<file path="config.mk">
export PLATFORM = sky130hd
export DESIGN_NAME = dot_product_accumulator
export DESIGN_NICKNAME = d
export VERILOG_FILES = /design/src/rtl/dot_product_accumulator.sv
export SDC_FILE = /design/constraint.sdc
export NUM_CORES = 1
export LEC_CHECK = 0
export ABC_CLOCK_PERIOD_IN_PS = 3950
export CAP_MARGIN = 20
export CORE_MARGIN = 3
export CORE_UTILIZATION = 35
export DETAILED_ROUTE_END_ITERATION = 8
export GPL_TIMING_DRIVEN = 0
export PLACE_DENSITY_LB_ADDON = 0.05
export SYNTH_ARGS = -nofsm -noshare
export SYNTH_HDL_FRONTEND = slang
export SYNTH_SLANG_ARGS = --single-unit
</file>
<file path="constraint.sdc">
create_clock -name clk -period 3.95 [get_ports clk]
set_input_delay 0.79 -clock clk [delete_from_list [all_inputs] [get_ports clk]]
set_output_delay 0.79 -clock clk [all_outputs]
set_load 0.005 [all_outputs]
</file>
<file path="src/rtl/dot_product_accumulator.sv">
// Dot-product accumulator: sums a stream of unsigned products per vector
// and emits sum, term count, overflow and truncation flags.
module dot_product_accumulator #(
  parameter int PROD_W    = 64,
  parameter int ACC_W     = 72,
  parameter int MAX_TERMS = 256,
  localparam int CNT_W    = $clog2(MAX_TERMS + 1)
) (
  input  logic              clk,
  input  logic              rst,
  input  logic [PROD_W-1:0] in_product,
  input  logic              in_valid,
  input  logic              in_last,
  output logic              in_ready,
  output logic [ACC_W-1:0]  out_sum,
  output logic [CNT_W-1:0]  out_count,
  output logic              out_overflow,
  output logic              out_trunc,
  output logic              out_valid,
  input  logic              out_ready
);

  typedef enum logic {
    ACCUM = 1'b0,
    DONE  = 1'b1
  } state_e;

  state_e             state_q, state_d;
  logic [ACC_W-1:0]   acc_q, acc_d;
  logic [CNT_W-1:0]   cnt_q, cnt_d;
  logic               ovf_q, ovf_d;
  logic [ACC_W-1:0]   sum_q, sum_d;
  logic [CNT_W-1:0]   ocnt_q, ocnt_d;
  logic               oovf_q, oovf_d;
  logic               trunc_q, trunc_d;
  logic               valid_q, valid_d;

  logic               accept;
  logic               hit_max;
  logic               vend;
  logic               carry;
  logic [ACC_W-1:0]   base;
  logic [ACC_W:0]     sum_ext;
  logic [CNT_W-1:0]   cnt_inc;

  // Ready is a decode of the registered state, held low while in reset.
  assign in_ready = (state_q == ACCUM) && !rst;

  // Datapath: next partial sum, carry-out and end-of-vector detection.
  always_comb begin
    accept  = in_valid && (state_q == ACCUM);
    base    = (cnt_q == '0) ? '0 : acc_q;
    sum_ext = {1'b0, base}
            + {{(ACC_W + 1 - PROD_W){1'b0}}, in_product};
    carry   = sum_ext[ACC_W];
    cnt_inc = cnt_q + CNT_W'(1);
    hit_max = (cnt_inc == CNT_W'(MAX_TERMS));
    vend    = accept && (in_last || hit_max);
  end

  // Next-state and result-register logic for the ACCUM/DONE handshake.
  always_comb begin
    state_d = state_q;
    acc_d   = acc_q;
    cnt_d   = cnt_q;
    ovf_d   = ovf_q;
    sum_d   = sum_q;
    ocnt_d  = ocnt_q;
    oovf_d  = oovf_q;
    trunc_d = trunc_q;
    valid_d = valid_q;
    if (accept) begin
      acc_d = sum_ext[ACC_W-1:0];
      cnt_d = cnt_inc;
      ovf_d = ovf_q | carry;
    end
    if (vend) begin
      sum_d   = sum_ext[ACC_W-1:0];
      ocnt_d  = cnt_inc;
      oovf_d  = ovf_q | carry;
      trunc_d = hit_max && !in_last;
      valid_d = 1'b1;
      state_d = DONE;
      acc_d   = '0;
      cnt_d   = '0;
      ovf_d   = 1'b0;
    end
    if (state_q == DONE && valid_q && out_ready) begin
      valid_d = 1'b0;
      state_d = ACCUM;
    end
  end

  // State and result registers with synchronous reset.
  always_ff @(posedge clk) begin
    if (rst) begin
      state_q <= ACCUM;
      acc_q   <= '0;
      cnt_q   <= '0;
      ovf_q   <= 1'b0;
      sum_q   <= '0;
      ocnt_q  <= '0;
      oovf_q  <= 1'b0;
      trunc_q <= 1'b0;
      valid_q <= 1'b0;
    end else begin
      state_q <= state_d;
      acc_q   <= acc_d;
      cnt_q   <= cnt_d;
      ovf_q   <= ovf_d;
      sum_q   <= sum_d;
      ocnt_q  <= ocnt_d;
      oovf_q  <= oovf_d;
      trunc_q <= trunc_d;
      valid_q <= valid_d;
    end
  end

  assign out_sum      = sum_q;
  assign out_count    = ocnt_q;
  assign out_overflow = oovf_q;
  assign out_trunc    = trunc_q;
  assign out_valid    = valid_q;

endmodule

</file>
==> out/qor_table.md <==
| Group | Metric | Value |
| --- | --- | --- |
| die | Initial Util | 35.8% |
| die | Die span in y | 184 um |
| setup path | CP Class | flip-flop to flip-flop |
| layout | Fin nets | 1,849 |
| synthesis | Proportion of synthesized chip area in sequential cells | 30.0% |
| grt | Largest net degree at the start of global routing | 20 |
| power and ir drop | Leakage component of the power | 6.12 nW |
| timing | RSZ-0062 raised after global routing | yes |
| power and ir drop | Power after layout | 4.74 mW |
| timing | Hold Fails Final Rpt | 0 |
| synthesis | FF+latch count, synth | 166 |
| power and ir drop | Power density cells | 302 nW/um2 |
| timing | Max-Slew Margin vs Limit | 36.1% |
| timing | Transition time at the pin with the least slew margin | 0.959 ns |
| cts | CTS Buf Count | 17 |
| route | Via density per instance | 5.56 |
| grt | Vias in the first global route | 11,300 |
| timing | Max Transition Viols Final | 0 |
| route | Mean routed wirelength per cell | 20.5 um |
| cts | Source-to-sink clock delay at the later pin of the worst-skew pair | 0.46 ns |
| cts | # H-tree levels | 4 |
| run status | Outcome | finished with violations |
| route | Post-route DRC | 0 |
| grt | Total Routing Usage GR | 25.0% |
| die | Overall die area | 33,800 um2 |
| setup path | CP Max Fanout | 6 |
| grt | Met1 Resource Use GR | 35.4% |
| timing | Largest clock skew in the final design | 0.00987 ns |
| cts | Clk sink count | 166 |
| die | Number of ports placed on the die boundary | 154 |
| grt | GR Layer Usage met3 | 3.70% |
| setup path | Peak per-stage delay on the critical path | 0.55 ns |
| timing | Period Utilization, post-route | 105% |
| placement | Number of port buffers | 153 |
| route | Count of antenna-violating nets left after detailed routing | 0 |
| timing | Final period demand of the worst path | 4.16 ns |
| die | Floorplan die width | 184 um |
| setup path | Slowest stage cell, crit path | a2111o_1 |
| synthesis | Synth warnings | 0 |
| route | First-pass detailed-route iteration total | 5 |
| setup path | Crit path arrival time | 4.56 ns |
| grt | First-pass GRT wire length | 65,600 um |
| synthesis | Number of cells produced by synthesis | 1,486 |
| timing | Final setup slack of the worst path | -0.207 ns |
| job | Count of max-cap constraint violations | 0 |
| layout | Multi-input gate area | 8540 um2 |
| placement | Final weighted congestion in routability-driven placement | 0.892 |
| timing | Final number of setup-violating endpoints | 57 |
| layout | Most common library cell in the layout ignoring fill and taps | nand2_1 |
| cts | Clock tree from TritonCTS | yes |
| die | Area of the core region | 30,900 um2 |
| layout | Footprint of the flip-flops and latches | 3340 um2 |
| grt | Number of antenna violations at the first check in global routing | 1 |
| route | Total routed wirelength | 43,400 um |
| synthesis | Synth unique cells | 72 |
| layout | Share of final-layout standard cells stronger than drive strength 1 | 19.2% |
| layout | Most frequent cells in the layout | 269 x nand2_1, 160 x dfxtp_1, 155 x a21oi_1, 153 x clkdlybuf4s50_1, 74 x buf_4 |
| grt | GR met2 Demand/Resource | 39.2% |
| grt | Overall overflow remaining after global route | 0 |
| min path | Type of the worst min-delay path | flip-flop to flip-flop |
| layout | Fill count | 3,044 |
| placement | Detail Placement HPWL | 31,200 um |
| setup path | Setup slack of the worst register-to-register path | -0.21 ns |
| setup path | Worst Path Required | 4.35 ns |
| synthesis | Net count after synthesis | 1,623 |
| grt | Routing layer with the top usage in global route | met2 |
| synthesis | Top_reg_cell synth | dfxtp_1 |
| power and ir drop | Maximum VDD drop | 321 uV |
| cts | Number of buffers added to fix hold violations after cts | 0 |
| synthesis | Netlist Area Pre-Place | 11,100 um2 |
| layout | Area growth from synthesis to layout | 42.0% |
| run status | Violated checks | setup timing |
| die | Number of placement rows | 64 |
| cts | Clock Path Buffers | 2 |
| cts | Master cell of the clock root buffer | clkbuf_16 |
| setup path | Worst Setup Start Kind | flip-flop |
| setup path | Type of element capturing the critical path | flip-flop |
| synthesis | Synthesized area per cell | 7.44 um2 |
| cts | Clock transition at the registers of the reported paths | 0.07 ns |
| setup path | Critical path cell sequence | nor4_4 > nand3_2 > clkbuf_16 > clkbuf_16 > buf_6 > and2_4 > ha_4 > a21oi_2 > nand4b_1 > a2111o_1 > a21oi_4 > o31a_2 > buf_4 > o21ai_2 > o31ai_4 > a21oi_2 > or4_1 > nand3_1 |
| synthesis | Number of enable-type register cells in the synthesized netlist | 0 |
| route | Violation count after the first detailed-routing iteration | 1,109 |
| synthesis | Async set or reset register ratio after synthesis | 0% |
| placement | Placement-stage worst setup slack | -1.22 ns |
| timing | Maximum clock frequency | 0.241 GHz |
| route | Via count | 11,800 |
| layout | Antenna diode count | 0 |
==> repair_timing <==
item                       in CTS  in global routing
cloned                          3                  0
setup buffers                  53                 29
setup endpoints to repair     126                 98
resized for setup             208                 83
pin swaps                      80                 84
==> cells in the mapped netlist (4+ instances only) <==
library cell | count | area share (%)
ha_1 | 67 | 7.6
buf_1 | 6 | 0.20
nand3b_1 | 4 | 0.27
nor4b_1 | 5 | 0.40
inv_1 | 24 | 0.81
nor2b_1 | 7 | 0.40
xor2_1 | 31 | 2.5
a311o_1 | 4 | 0.36
and4_1 | 6 | 0.48
clkbuf_1 | 94 | 3.2
o21ai_1 | 9 | 0.41
o31ai_1 | 11 | 0.75
a21o_1 | 43 | 2.9
nand4_1 | 34 | 1.9
or4_1 | 10 | 0.68
a211oi_1 | 25 | 1.7
nand3_1 | 45 | 2.0
buf_2 | 14 | 0.63
o211ai_1 | 14 | 0.95
and2_1 | 73 | 4.1
o21a_1 | 14 | 0.95
dfxtp_1 | 166 | 30
or3_1 | 12 | 0.68
nor3_1 | 25 | 1.1
nor2_1 | 74 | 2.5
o21bai_1 | 14 | 0.95
o21ai_0 | 40 | 1.8
and3_1 | 10 | 0.57
nand2_1 | 275 | 9.3
a32o_1 | 7 | 0.63
nand2b_1 | 8 | 0.45
a22o_1 | 4 | 0.32
nor4_1 | 10 | 0.57
a21oi_1 | 185 | 8.4
a31oi_1 | 17 | 0.96
xnor2_1 | 39 | 3.1
==> worst paths after layout <==
check | depth (start not counted) | endpoint | startpoint
max | 18 | acc_q[57]$_SDFFE_PP0P_ | cnt_q[7]$_SDFFE_PP0P_
max reg2reg | 18 | acc_q[57]$_SDFFE_PP0P_ | cnt_q[7]$_SDFFE_PP0P_
min reg2reg | 2 | acc_q[27]$_SDFFE_PP0P_ | acc_q[27]$_SDFFE_PP0P_
min | 2 | acc_q[27]$_SDFFE_PP0P_ | acc_q[27]$_SDFFE_PP0P_
==> report_power, final <==
part	internal, mW	total (mW)	switching (mW)
Sequential	1.77	1.82	0.0499
Clock	0.899	1.67	0.776
Combinational	0.541	1.25	0.709
==> critical path, delay by kind of cell (launching register included) <==
family | cells | cell delay (ns)
DFF | 1 | 0.37
buffers and inverters | 4 | 0.59
AOI/OAI and AO/OA | 7 | 1.46
and+or+nand+nor | 6 | 1.42
adders and majority gates | 1 | 0.26
==> sequential cells by signal (all words and copies together) (netlist names) <==
register	flops
out_count	9
ovf_q	1
cnt_q	9
out_trunc	1
state_q	1
acc_q	72
out_sum	72
out_overflow	1
==> per-layer routing <==
metal	share of wire, %	up-vias	wire (um)
met5	0.030	-	13
li1	-	5728	-
met1	47	5604	20600
met4	2.8	2	1200
met2	45	385	19500
met3	4.8	66	2090
==> logic make-up after synthesis <==
logic type               Yosys count  share of synthesized area [%]
AND/OR/NAND/NOR                  610                           26.4
AO/OA/AOI/OAI                    431                           25.2
flip-flops                       166                           30.0
buffers and inverters            138                           4.84
XOR/XNOR                          70                           5.54
adder cells (fa/ha/maj)           68                           7.76
multiplexers                       3                          0.271
==> cell type report <==
class / instances / area share (%)
multi-input cells: 1182 / 54.4
flip-flops and latches: 166 / 21.3
repair buffers: 237 / 14.1
well taps: 396 / 3.15
plain buffers: 84 / 3.03
clock buffers: 20 / 2.91
clock inverters: 10 / 0.637
inverters: 24 / 0.573
==> through the flow <==
| stage | hold slack, ns | utilization, % | cells | TNS [ns] | area [um2] |
|---|---|---|---|---|---|
| after floorplan | 0.427 | - | 1486 | 0 | 11100 |
| after global placement | 0.437 | 42.6 | 2035 | -77.26 | 13200 |
| after detailed placement | 0.440 | 42.6 | 2035 | -79.06 | 13200 |
| after CTS | 0.450 | 48.8 | 2092 | -2.24 | 15100 |
| after global routing | 0.462 | 50.8 | 2119 | -15.25 | 15700 |
| final | 0.451 | 50.8 | 2119 | -6.06 | 15700 |
No activity file was read; power rests on OpenSTA's default activity.
